===== src/rtl/ber_error_accumulator_if.sv =====
// Bundles the word stream, measurement control and result signals of the
// BER error accumulator so that producer and consumer share one port.
interface ber_error_accumulator_if #(
    parameter int WIDTH = 8,
    parameter int CNT_W = 32,
    parameter int WIN_W = 16
);
    localparam int WE_W = $clog2(WIDTH + 1);

    logic                 start;
    logic                 stop;
    logic [WIN_W-1:0]     window_len;
    logic                 valid_in;
    logic [WIDTH-1:0]     A;
    logic [WIDTH-1:0]     B;
    logic [WIDTH-1:0]     error;
    logic [WE_W-1:0]      word_errors;
    logic [CNT_W-1:0]     bit_err_count;
    logic [CNT_W-1:0]     bit_count;
    logic [CNT_W-1:0]     err_word_count;
    logic                 busy;
    logic                 done;
    logic                 sat;

    modport master (
        output start, stop, window_len, valid_in, A, B,
        input  error, word_errors, bit_err_count, bit_count, err_word_count,
               busy, done, sat
    );

    modport slave (
        input  start, stop, window_len, valid_in, A, B,
        output error, word_errors, bit_err_count, bit_count, err_word_count,
               busy, done, sat
    );
endinterface


===== src/rtl/ber_error_accumulator.sv =====
// Registers the per-word XOR error mask and popcount, and accumulates
// saturating bit-error, bit and errored-word totals over a measurement window.
module ber_error_accumulator #(
    parameter int WIDTH = 8,
    parameter int CNT_W = 32,
    parameter int WIN_W = 16
) (
    input logic                   clk,
    input logic                   rst,
    ber_error_accumulator_if.slave bus
);
    localparam int WE_W = $clog2(WIDTH + 1);
    localparam logic [CNT_W:0] WIDTH_EXT = (CNT_W + 1)'(WIDTH);

    typedef enum logic [1:0] {
        IDLE,
        RUN,
        DONE
    } state_e;

    state_e           state_q;
    logic [WIDTH-1:0] errorMask_q;
    logic [WE_W-1:0]  wordErrors_q;
    logic [CNT_W-1:0] bitErrCnt_q;
    logic [CNT_W-1:0] bitCnt_q;
    logic [CNT_W-1:0] errWordCnt_q;
    logic             sat_q;
    logic             busy_q;
    logic             done_q;
    logic [WIN_W-1:0] winLen_q;
    logic [WIN_W-1:0] wordCnt_q;

    logic [WIDTH-1:0] xorWord;
    logic [WE_W-1:0]  popCnt;
    logic [CNT_W:0]   bitErrSum;
    logic [CNT_W:0]   bitSum;
    logic [CNT_W:0]   errWordSum;
    logic [CNT_W-1:0] bitErrCnt_d;
    logic [CNT_W-1:0] bitCnt_d;
    logic [CNT_W-1:0] errWordCnt_d;
    logic             sat_d;
    logic [WIN_W:0]   nextWordCnt;
    logic             lastWord;

    always_comb begin
        xorWord = bus.A ^ bus.B;
        popCnt  = '0;
        for (int i = 0; i < WIDTH; i++) begin
            popCnt = popCnt + WE_W'(xorWord[i]);
        end
    end

    // The carry-out of each one-bit-wider sum flags an overflow; the counter
    // then clamps at all-ones instead of wrapping.
    always_comb begin
        bitErrSum    = {1'b0, bitErrCnt_q} + (CNT_W + 1)'(popCnt);
        bitSum       = {1'b0, bitCnt_q} + WIDTH_EXT;
        errWordSum   = {1'b0, errWordCnt_q} + (CNT_W + 1)'(xorWord != '0);
        bitErrCnt_d  = bitErrSum[CNT_W]  ? '1 : bitErrSum[CNT_W-1:0];
        bitCnt_d     = bitSum[CNT_W]     ? '1 : bitSum[CNT_W-1:0];
        errWordCnt_d = errWordSum[CNT_W] ? '1 : errWordSum[CNT_W-1:0];
        sat_d        = sat_q | bitErrSum[CNT_W] | bitSum[CNT_W] | errWordSum[CNT_W];
        nextWordCnt  = {1'b0, wordCnt_q} + 1'b1;
        lastWord     = (winLen_q != '0) && (nextWordCnt == {1'b0, winLen_q});
    end

    always_ff @(posedge clk or posedge rst) begin
        if (rst) begin
            state_q      <= IDLE;
            errorMask_q  <= '0;
            wordErrors_q <= '0;
            bitErrCnt_q  <= '0;
            bitCnt_q     <= '0;
            errWordCnt_q <= '0;
            sat_q        <= 1'b0;
            busy_q       <= 1'b0;
            done_q       <= 1'b0;
            winLen_q     <= '0;
            wordCnt_q    <= '0;
        end else begin
            if (bus.valid_in) begin
                errorMask_q  <= xorWord;
                wordErrors_q <= popCnt;
            end
            // A start from any state, including mid-run, opens a fresh window;
            // a word arriving alongside it is deliberately not counted.
            if (bus.start) begin
                state_q      <= RUN;
                bitErrCnt_q  <= '0;
                bitCnt_q     <= '0;
                errWordCnt_q <= '0;
                sat_q        <= 1'b0;
                winLen_q     <= bus.window_len;
                wordCnt_q    <= '0;
                busy_q       <= 1'b1;
                done_q       <= 1'b0;
            end else if (state_q == RUN) begin
                if (bus.valid_in) begin
                    bitErrCnt_q  <= bitErrCnt_d;
                    bitCnt_q     <= bitCnt_d;
                    errWordCnt_q <= errWordCnt_d;
                    sat_q        <= sat_d;
                    wordCnt_q    <= nextWordCnt[WIN_W-1:0];
                end
                if (bus.stop || (bus.valid_in && lastWord)) begin
                    state_q <= DONE;
                    busy_q  <= 1'b0;
                    done_q  <= 1'b1;
                end
            end
        end
    end

    assign bus.error          = errorMask_q;
    assign bus.word_errors    = wordErrors_q;
    assign bus.bit_err_count  = bitErrCnt_q;
    assign bus.bit_count      = bitCnt_q;
    assign bus.err_word_count = errWordCnt_q;
    assign bus.busy           = busy_q;
    assign bus.done           = done_q;
    assign bus.sat            = sat_q;
endmodule


===== src/flat_wrapper.sv =====
// flat-port wrapper written by rule: the top's interface ports become plain ports
module ber_error_accumulator_flat 
#(
    parameter int WIDTH = 8,
    parameter int CNT_W = 32,
    parameter int WIN_W = 16
)
  (clk, rst, bus_start, bus_stop, bus_window_len, bus_valid_in, bus_A, bus_B, bus_error, bus_word_errors, bus_bit_err_count, bus_bit_count, bus_err_word_count, bus_busy, bus_done, bus_sat);
  ber_error_accumulator_if #(.WIDTH(WIDTH), .CNT_W(CNT_W), .WIN_W(WIN_W)) bus_i ();
  input logic clk;
  input logic rst;
  input wire logic [$bits(bus_i.start)-1:0] bus_start;
  input wire logic [$bits(bus_i.stop)-1:0] bus_stop;
  input wire logic [$bits(bus_i.window_len)-1:0] bus_window_len;
  input wire logic [$bits(bus_i.valid_in)-1:0] bus_valid_in;
  input wire logic [$bits(bus_i.A)-1:0] bus_A;
  input wire logic [$bits(bus_i.B)-1:0] bus_B;
  output wire logic [$bits(bus_i.error)-1:0] bus_error;
  output wire logic [$bits(bus_i.word_errors)-1:0] bus_word_errors;
  output wire logic [$bits(bus_i.bit_err_count)-1:0] bus_bit_err_count;
  output wire logic [$bits(bus_i.bit_count)-1:0] bus_bit_count;
  output wire logic [$bits(bus_i.err_word_count)-1:0] bus_err_word_count;
  output wire logic [$bits(bus_i.busy)-1:0] bus_busy;
  output wire logic [$bits(bus_i.done)-1:0] bus_done;
  output wire logic [$bits(bus_i.sat)-1:0] bus_sat;
  assign bus_i.start = bus_start;
  assign bus_i.stop = bus_stop;
  assign bus_i.window_len = bus_window_len;
  assign bus_i.valid_in = bus_valid_in;
  assign bus_i.A = bus_A;
  assign bus_i.B = bus_B;
  assign bus_error = bus_i.error;
  assign bus_word_errors = bus_i.word_errors;
  assign bus_bit_err_count = bus_i.bit_err_count;
  assign bus_bit_count = bus_i.bit_count;
  assign bus_err_word_count = bus_i.err_word_count;
  assign bus_busy = bus_i.busy;
  assign bus_done = bus_i.done;
  assign bus_sat = bus_i.sat;
  ber_error_accumulator #(.WIDTH(WIDTH), .CNT_W(CNT_W), .WIN_W(WIN_W)) u_core (.clk(clk), .rst(rst), .bus(bus_i));
endmodule

===== config.mk =====
export PLATFORM = sky130hd
export DESIGN_NAME = ber_error_accumulator_flat
export DESIGN_NICKNAME = d
export VERILOG_FILES = /design/src/rtl/ber_error_accumulator_if.sv /design/src/rtl/ber_error_accumulator.sv /design/src/flat_wrapper.sv
export SDC_FILE = /design/constraint.sdc
export NUM_CORES = 1
export LEC_CHECK = 0
export ABC_AREA = 1
export BUFFER_PORTS_ARGS = -buffer_cell sky130_fd_sc_hd__buf_2
export CELL_PAD_IN_SITES_DETAIL_PLACEMENT = 1
export CELL_PAD_IN_SITES_GLOBAL_PLACEMENT = 2
export CORE_MARGIN = 3
export CORE_UTILIZATION = 35
export CTS_CLUSTER_DIAMETER = 80
export DETAILED_ROUTE_END_ITERATION = 10
export GPL_TIMING_DRIVEN = 0
export PLACE_DENSITY = 0.95
export SLEW_MARGIN = 0
export SYNTH_ARGS = -nofsm -noshare
export SYNTH_HDL_FRONTEND = slang
export SYNTH_SLANG_ARGS = --single-unit

===== constraint.sdc =====
create_clock -name clk -period 7.53 [get_ports clk]
set_input_delay 1.8825 -clock clk [delete_from_list [all_inputs] [get_ports clk]]
set_output_delay 1.8825 -clock clk [all_outputs]
set_load 0.02 [all_outputs]

==> impl_metrics.ini, run 1 <==
[finish]
fin_area_mm2 = 0.0110
instances_no_fill = 1763
syn_to_final_growth_pct = 19.3
antennaDiodeCount = 0
fillers = 3282
num-nets-final = 1474
drive_above_1_share = 0.186

[logic_synthesis]
synth-async-reset-ratio = 1.00
syn_area_per_cell_um2 = 7.36
syn_area_mm2 = 0.00923
yosysTopAreaCellShare = 0.382
yosysUniqueCellTypes = 51
synth.yosys.seq_area_share = 0.382
synth_nets = 1308
ys_warn_count = 0
yosys.area.top_type = dfrtp_1
synth_top_cells_by_count = nand2_1, inv_1, dfrtp_1
yosysMostFrequentCell = nand2_1
synth_ff_type = dfrtp_1
synth.area.top_cells = dfrtp_1, nand2_1, inv_1
syn_inst = 1254
synth_edf_count = 0
ys_ff_latch = 141

[detailed_routing]
drt_first_pass_iters = 5
drt-vias-per-instance = 5.32
drtAntennaViolNets = 0
drtIter0Drc = 512
vias = 9375
post_drt_wl_per_cell_um = 18.6
drcViolationCount = 0
wl_mm = 32.7

[clock_tree]
clock_latency_ps = 440
cts_sinks = 141
cts-root-buf = clkbuf_16
cts_tree = yes
holdBufCountCts = 0
path_clk_slew_ps = 60
cts_resized = 0
numCtsBuffers = 17
post_cts_buffers = 0
h-tree-depth = 4
clockBufferDepth = 2

[place]
io_buffers = 146
dpl_cell_area_mm2 = 0.0104
place.gp.congestion = 0.851
dp.cells = 1731
post-dp-hpwl_mm = 24.9
place_ws_ps = 763

[critical_path]
cp-start-kind = input pin
slowest_stage = fa_1
cp_common_cell = nand2_1
path_max_fanout = 4
cp-end-kind = flop
r2r_setup_slack_ps = 4910
cp.required_ps = 7900
crit_chain = buf_2 > xnor2_1 > inv_1 > ha_1 > fa_1 > inv_1 > fa_1 > fa_1 > fa_1 > xnor2_1 > ha_1 > inv_2 > o31ai_2 > nand2_1 > nand2_1 > nand2_1 > inv_2 > nand2_1 > or2_1 > nand3_1 > nand2_1 > nand2_1
crit_path_max_incr_delay_ps = 510
crit_type = input pin to flop
arrival_ps = 6680

[sta]
setup_ws_ps = 1220
setup_viol = 0
fin_crit_ps = 6310
max_freq_mhz = 158
skew_ps = 13.5
period_share = 0.839
tightest_slew_ps = 835
relSlewSlack = 0.439
slew_viol_final = 0
rsz0062_at_grt = no
hold_violations = 0

[floorplan]
initial_core_util = 0.361
die_h_um = 168
rows = 58
die_w_um = 168
design.die.area_mm2 = 0.0283
io_pins = 148
design.core.area_mm2 = 0.0255

[outcome]
status = complete, no violations

[power]
ir_worst_vdd_v = 0.0000930
finalPower_uw = 2040
powerDensity_mw_per_mm2 = 186
leakagePower_uw = 0.00517

[global_routing]
grt_pass1_wl_mm = 53.0
antenna_found_initial = 0
grt_pass1_vias = 10000
overflow = 0
grt_usage = 0.233
grt_max_degree = 86

[min_path]
hold_path_class = flop to flop

[job]
maxCapViolCount = 0
## power breakdown
part,internal [uW],total [uW],switching (uW)
clock,539,892,353
sequential,789,817,27.2
combinational,105,336,231
## registers in the layout (all words and copies together) (netlist names)
| name | count |
|---|---|
| u_core.bus.bit_count | 30 |
| u_core.bus.bit_err_count | 32 |
| u_core.bus.done | 1 |
| u_core.bus.err_word_count | 32 |
| u_core.bus.error | 8 |
| u_core.bus.sat | 1 |
| u_core.bus.word_errors | 4 |
| u_core.state_q | 1 |
| u_core.winLen_q | 16 |
| u_core.wordCnt_q | 16 |
## worst paths after layout
check,cells after the start,end,from
worst max-delay path,22,u_core.bus.bit_err_count[31]$_DFFE_PP0P_,bus_B[0]
worst min-delay path,2,u_core.bus.sat$_DFFE_PP0P_,u_core.bus.sat$_DFFE_PP0P_
worst max register to register,14,u_core.bus.bit_err_count[11]$_DFFE_PP0P_,u_core.bus.bit_err_count[0]$_DFFE_PP0P_
worst min register to register,2,u_core.bus.sat$_DFFE_PP0P_,u_core.bus.sat$_DFFE_PP0P_
max in group asynchronous,3,u_core.bus.bit_err_count[9]$_DFFE_PP0P_,rst
min in group asynchronous,2,u_core.bus.err_word_count[11]$_DFFE_PP0P_,rst
## cell usage in the layout, fill, tap and decap left out, types with 6 or more instances in the layout
cell | synthesis | layout
nand2_1 | 338 | 338
xnor2_1 | 14 | 14
nand3_2 | 6 | 6
nor3_2 | 6 | 6
clkbuf_1 | 19 | 22
nor2_1 | 69 | 69
nor4_1 | 14 | 14
buf_2 | 10 | 156
clkbuf_16 | 0 | 17
nand3_1 | 113 | 113
o22ai_1 | 9 | 9
inv_2 | 15 | 15
dfrtp_1 | 141 | 141
nor2_4 | 10 | 10
o221ai_1 | 7 | 7
nor2_2 | 7 | 7
o21ai_0 | 105 | 105
o21ai_1 | 25 | 25
a21oi_1 | 16 | 16
nand4_1 | 29 | 29
nor3_1 | 31 | 31
inv_1 | 155 | 154
o211ai_1 | 11 | 11
xor2_1 | 32 | 32
or2_2 | 6 | 6
ha_1 | 12 | 12
## per-layer routing
metal	vias to the layer above	global-route usage	part of all wire
met1	4649	0.292	0.43
met5	-	0	0
met2	217	0.404	0.49
met4	0	0.0740	0.026
li1	4448	-	-
met3	61	0.0460	0.047
## kinds of logic after synthesis
logic type               count (synthesis)  share of synthesized area
AND/OR/NAND/NOR                        652                      0.340
buffers and inverters                  209                     0.0909
flip-flops                             141                      0.382
adder cells (fa/ha/maj)                 17                     0.0271
XOR/XNOR                                47                     0.0461
AO/OA/AOI/OAI                          188                      0.114
## worst max-delay path: cells and delay by family
family | cells | cell delay [ps]
fa+ha+maj | 6 | 2440
simple gates | 8 | 930
xor+xnor | 2 | 650
buf+inv | 5 | 390
compound gates | 1 | 380
## cell type report
cell class                      instances  area, um2  area share
Clock inverter                         10        139      0.0126
Inverter                              173        658      0.0598
Tap cell                              330        413      0.0375
Buffer                                 36        185      0.0168
Sequential cell                       141       3530       0.321
Timing Repair Buffer                  147        758      0.0689
Clock buffer                           22        464      0.0422
Multi-Input combinational cell        904       4860       0.442
## through the flow
step / util / setup TNS (ps) / hold slack, ps
floorplan: - / 0 / 485
global placement: 0.406 / -40360 / 461
detailed placement: 0.407 / 0 / 472
CTS: 0.431 / 0 / 492
global route: 0.431 / 0 / 527
finish: 0.431 / 0 / 485
No activity file was read; power rests on OpenSTA's default activity.
==> run 2, diff against run 1 <==
CORE_UTILIZATION = 33   (was 35)
PLACE_DENSITY = 0.93   (was 0.95)
clock period = 6 ns   (was 7.53 ns; I/O delays follow)
==> run 2 against run 1 <==
Worst setup slack worse by 940 ps. Die area is 5.8% higher. Via count is 0.71% lower. Flip-flop and latch count stayed put. Cell count is 2.4% higher. Sequential power is 26% higher. Hold slack worse by 3.3 ps. Largest power group unchanged. Register-to-register slack worse by 1500 ps. Clock-buffer cell count is 4 lower. Global-route usage is 1.3 points lower. Design area is 1.1% higher.
==> impl_metrics.ini, run 2 (synthesis results as in run 1) <==
[sta]
skew_ps = 14.1
hold_ws_ps = 481
relSlewSlack = 0.436
setup_viol = 0
setup_ws_ps = 274
hold_violations = 0
tightest_slew_ps = 839
period_share = 0.954
slew_viol_final = 0
max_freq_mhz = 175
tns_ps = 0
fin_crit_ps = 5730

[finish]
drive_above_1_share = 0.193
antennaDiodeCount = 0
multiInputGateArea_mm2 = 0.00491
mostFrequentLayoutCell = nand2_1
final_util = 0.408
seq_area_mm2 = 0.00353
fillers = 3485
num-nets-final = 1474
syn_to_final_growth_pct = 20.7
layout_common_cells = nand2_1, buf_2, inv_1

[floorplan]
die_w_um = 173
initial_core_util = 0.339
rows = 60
die_h_um = 173
io_pins = 148
design.core.area_mm2 = 0.0273
design.die.area_mm2 = 0.0300

[power]
leakagePower_uw = 0.00520
finalPower_uw = 2610
p_sw_frac = 0.309
p_int_uw = 1810
seq_power_share = 0.392
powerDensity_mw_per_mm2 = 235
power_frac_clock = 0.438
switchingPower_uw = 807
ir_worst_vdd_v = 0.000169
p_comb_frac = 0.170

[clock_tree]
holdBufCountCts = 0
cts_sinks = 141
cts-root-buf = clkbuf_16
cts_tree = yes
numCtsBuffers = 17
path_clk_slew_ps = 70
post_cts_buffers = 0
clockBufferDepth = 2
cts_resized = 0
clock_latency_ps = 430
h-tree-depth = 4

[critical_path]
path_buf_inv = 6
r2r_setup_slack_ps = 3410
crit_chain = buf_2 > xnor2_2 > inv_1 > ha_1 > fa_1 > inv_1 > fa_1 > fa_1 > fa_2 > xnor2_2 > ha_1 > nand2_1 > o21ai_4 > nand2_1 > inv_2 > nand3_2 > nor2_2 > inv_2 > nor2_4 > nand2_2 > inv_2 > o21ai_0 > o21ai_0
slowest_stage = fa_1
crit_type = input pin to flop
arrival_ps = 6070
path_max_fanout = 4
cpLargestDelayFamily = adder cells
crit_path_max_incr_delay_ps = 510
cp-start-kind = input pin
cp-end-kind = flop
cp.required_ps = 6340

[global_routing]
grt_pass1_vias = 9605
grt_usage = 0.220
overflow = 0
grt_pass1_wl_mm = 53.2
antenna_found_initial = 0
grt_max_degree = 75

[place]
post-dp-hpwl_mm = 25.0
io_buffers = 146
place_ws_ps = -381
place.gp.congestion = 0.858

[detailed_routing]
drcViolationCount = 0
post_drt_wl_per_cell_um = 18.3
drtAntennaViolNets = 0
drtIter0Drc = 541
drt_first_pass_iters = 5
vias = 9308
drt-vias-per-instance = 5.16
wl_mm = 33.1

[job]
maxCapViolCount = 0

[outcome]
status = complete, no violations

[min_path]
hold_path_class = flop to flop
[run 2: changes by cell type in the layout (fill, tap and decap cells not counted), moves of 2 or more]
cell / before / now
clkbuf_1: 22 / 19
clkinv_2: 4 / 2
clkinv_4: 3 / 5
fa_1: 5 / 3
fa_2: 0 / 2
inv_6: 1 / 4
xnor2_1: 14 / 11
xnor2_2: 0 / 3
[run 2: worst register-to-register path, delay by kind of cell (launching register included)]
kind,cells,cell delay (ps)
flops,1,420
compound gates,3,400
fa+ha+maj,2,620
simple gates,5,630
buf+inv,4,450
[run 2: final cells by class]
type                    instances  share of cell area
flip-flops and latches        141               0.317
plain buffers                  36              0.0166
well taps                     372              0.0418
inverters                     173              0.0591
clock buffers                  18              0.0395
repair buffers                147              0.0681
clock inverters                14              0.0165
multi-input cells             904               0.441
[run 2: power groups by stage]
stage,Combinational [uW],Clock [uW],Sequential (uW)
final,443,1150,1030
after CTS,431,1160,1030
after detailed placement,425,0,1040
after global placement,408,0,1040
after global routing,492,1200,1030
after floorplan,232,0,1070
[run 2: stage by stage]
stage / cells / area, um2
after floorplan: 1254 / 9230
after global placement: 1772 / 10400
after detailed placement: 1773 / 10500
after CTS: 1805 / 11100
after global routing: 1805 / 11100
final: 1805 / 11100
[run 2: layer usage]
layer  track usage  up-vias  share of wire
met5             0        -              0
met4        0.0500        0          0.013
met3        0.0296       31          0.035
met2         0.385      182           0.50
met1         0.290     4638           0.45
li1              -     4457              -
[run 2: worst paths after layout]
check | endpoint | depth (start not counted) | start
max in group asynchronous | u_core.bus.bit_count[11]$_DFFE_PP0P_ | 3 | rst
setup / recovery | u_core.bus.bit_err_count[4]$_DFFE_PP0P_ | 23 | bus_B[0]
setup reg to reg | u_core.bus.bit_err_count[4]$_DFFE_PP0P_ | 14 | u_core.bus.bit_err_count[0]$_DFFE_PP0P_
min in group asynchronous | u_core.bus.err_word_count[5]$_DFFE_PP0P_ | 2 | rst
hold / removal | u_core.bus.sat$_DFFE_PP0P_ | 2 | u_core.bus.sat$_DFFE_PP0P_
hold reg to reg | u_core.bus.sat$_DFFE_PP0P_ | 2 | u_core.bus.sat$_DFFE_PP0P_
==> run 3, diff against run 2 <==
ABC_AREA = not set   (was 1)
CORE_UTILIZATION = 34   (was 33)
PLACE_DENSITY = 0.91   (was 0.93)
==> run 3 against run 2 <==
Fmax fell by 0.50%. Routed wire length shrank 21%. Sequential share of layout area up 4.5 points. Area after synthesis decreased by 15%. Non-clock buffer count increased by 15. Cell count down 27%. Clock skew decreased by 2.6 ps. Clock power rose by 5%. Flip-flop and latch count unchanged. Critical path type unchanged.
==> impl_metrics.ini, run 3 <==
[logic_synthesis]
synth_top_cells_by_count = dfrtp_1, a21oi_1, nor2_1
ys_warn_count = 0
yosysUniqueCellTypes = 57
synth.yosys.seq_area_share = 0.449
syn_area_per_cell_um2 = 9.30
synth_nets = 900
ys_ff_latch = 141
yosys.area.top_type = dfrtp_1
synth_ff_type = dfrtp_1
syn_inst = 846
synth-async-reset-ratio = 1.00
yosysTopAreaCellShare = 0.449
syn_area_mm2 = 0.00787
yosysMostFrequentCell = dfrtp_1
synth_edf_count = 0
synth.area.top_cells = dfrtp_1, a21oi_1, xnor2_1

[critical_path]
crit_type = input pin to flop
cp-start-kind = input pin
cp.required_ps = 6330
arrival_ps = 6090
crit_path_max_incr_delay_ps = 520
path_max_fanout = 4
cpLargestDelayFamily = adder cells
slowest_stage = fa_1
startpoint = bus_B[0]
crit_chain = buf_2 > xnor2_2 > inv_1 > ha_1 > fa_1 > inv_1 > fa_1 > fa_1 > fa_2 > xnor2_1 > ha_1 > nor2b_1 > o21a_1 > o211ai_1 > buf_4 > nor2_1 > and3_2 > a311oi_1
cp-end-kind = flop
cp_common_cell = fa_1
r2r-start = u_core.bus.done$_DFFE_PP0P_
path_buf_inv = 4

[global_routing]
grtUsageMet2 = 0.347
grt_usage = 0.209
grt_use_met1 = 0.285
grt_pass1_vias = 7547
grtUsageMet3 = 0.0377
overflow = 0
grt_pass1_wl_mm = 41.2
antenna_found_initial = 0
grt-busiest-layer = met2
grt_max_degree = 87

[clock_tree]
cts_sinks = 141
cts_tree = yes
clockBufferDepth = 2
holdBufCountCts = 0
numCtsBuffers = 17
h-tree-depth = 4
path_clk_slew_ps = 60
clock_latency_ps = 430
cts-root-buf = clkbuf_16

[finish]
mostFrequentLayoutCell = buf_2
layout_common_cells = buf_2, dfrtp_1, a21oi_1
antennaDiodeCount = 0
num-nets-final = 1069
drive_above_1_share = 0.233
syn_to_final_growth_pct = 23.8
final_util = 0.429

[floorplan]
die_h_um = 158
design.die.area_mm2 = 0.0250
io_pins = 148
die_w_um = 158
design.core.area_mm2 = 0.0227
initial_core_util = 0.346
rows = 55

[place]
place.gp.congestion = 0.798
place_ws_ps = -773
io_buffers = 146
post-dp-hpwl_mm = 18.6

[detailed_routing]
drt_first_pass_iters = 5
post_drt_wl_per_cell_um = 19.8
drtIter0Drc = 397
vias = 7356
wl_mm = 26.0
drt-vias-per-instance = 5.60
drcViolationCount = 0
drtAntennaViolNets = 0

[power]
ir_worst_vdd_v = 0.000168
finalPower_uw = 2610
switchingPower_uw = 736
p_comb_frac = 0.145
leakagePower_uw = 0.00429
p_int_uw = 1880
p_sw_frac = 0.282
power_frac_clock = 0.463
powerDensity_mw_per_mm2 = 268
seq_power_share = 0.392

[sta]
relSlewSlack = 0.359
period_share = 0.959
setup_ws_ps = 246
skew_ps = 11.5
tightest_slew_ps = 962
setup_viol = 0
slew_viol_final = 0
hold_violations = 0
max_freq_mhz = 174
fin_crit_ps = 5750

[min_path]
hold_path_class = flop to flop
worstHoldStart = u_core.bus.error[4]$_DFFE_PP0P_

[outcome]
status = complete, no violations

[job]
maxCapViolCount = 0
run 3: cell count changes after synthesis, sizes merged, moves of 11 or more:
cell    change
a211oi     +11
a21oi      +68
a311oi     +14
and3       +23
and4       +12
clkbuf     +14
inv       -140
mux2       +20
nand2     -288
nand3      -74
o21ai     -100
xnor2      +23
run 3: power by group through the flow:
stage	clock (uW)	sequential (uW)	combinational, uW
6_report	1210	1020	379
5_1_grt	1270	1030	416
4_1_cts	1230	1020	378
3_5_place_dp	0	1040	373
3_3_place_gp	0	1040	355
2_1_floorplan	0	1070	210
run 3: timing repair:
| action | 4_1_cts | 5_1_grt |
|---|---|---|
| buffers inserted | 2 | 1 |
| cloned | 0 | 0 |
| endpoints found under the setup margin | 18 | 31 |
| pin swaps | 1 | 1 |
| hold endpoints to repair | 0 | 0 |
| gates resized for setup | 3 | 11 |
run 3: logic make-up after synthesis:
group                      after synthesis  synth area share
xor gates and xnor gates                65            0.0724
adders and majority gates               17            0.0318
DFF                                    141             0.449
muxes                                   30            0.0414
buffers and inverters                   79            0.0426
and+or+nand+nor                        330             0.219
AOI/OAI and AO/OA                      184             0.144
run 3: worst paths after layout:
kind / cells after the start / endpoint / slack, ps
worst max register to register: 5 / u_core.bus.err_word_count[21]$_DFFE_PP0P_ / 3230
worst min register to register: 1 / u_core.bus.error[4]$_DFFE_PP0P_ / 510
worst min-delay path: 1 / u_core.bus.error[4]$_DFFE_PP0P_ / 510
worst max-delay path: 18 / u_core.bus.bit_err_count[20]$_DFFE_PP0P_ / 250
max in group asynchronous: 3 / u_core.bus.err_word_count[23]$_DFFE_PP0P_ / 4030
min in group asynchronous: 2 / u_core.bus.bit_err_count[24]$_DFFE_PP0P_ / 1130
run 3: layer usage:
layer	vias to the layer above	wire (um)
li1	3402	-
met1	3758	11700
met2	173	12700
met3	23	1270
met4	0	280
met5	-	0
run 3: area by class of cell:
class / count / area [um2]
Fill cell: 2667 / 13000
Multi-Input combinational cell: 626 / 4070
Sequential cell: 141 / 3530
Timing Repair Buffer: 150 / 781
Clock buffer: 17 / 425
Tap cell: 285 / 357
Clock inverter: 15 / 235
Buffer: 48 / 220
Inverter: 31 / 121
run 3: metrics by stage:
| stage | hold slack [ps] | area, um2 | cells | setup TNS (ps) |
|---|---|---|---|---|
| 5_1_grt | 533 | 9740 | 1313 | -7.07 |
| 4_1_cts | 513 | 9670 | 1312 | 0 |
| 6_report | 509 | 9740 | 1313 | 0 |
| 3_3_place_gp | 485 | 8950 | 1277 | -189710 |
| 2_1_floorplan | 505 | 7870 | 846 | 0 |
| 3_5_place_dp | 497 | 8980 | 1278 | -16690 |
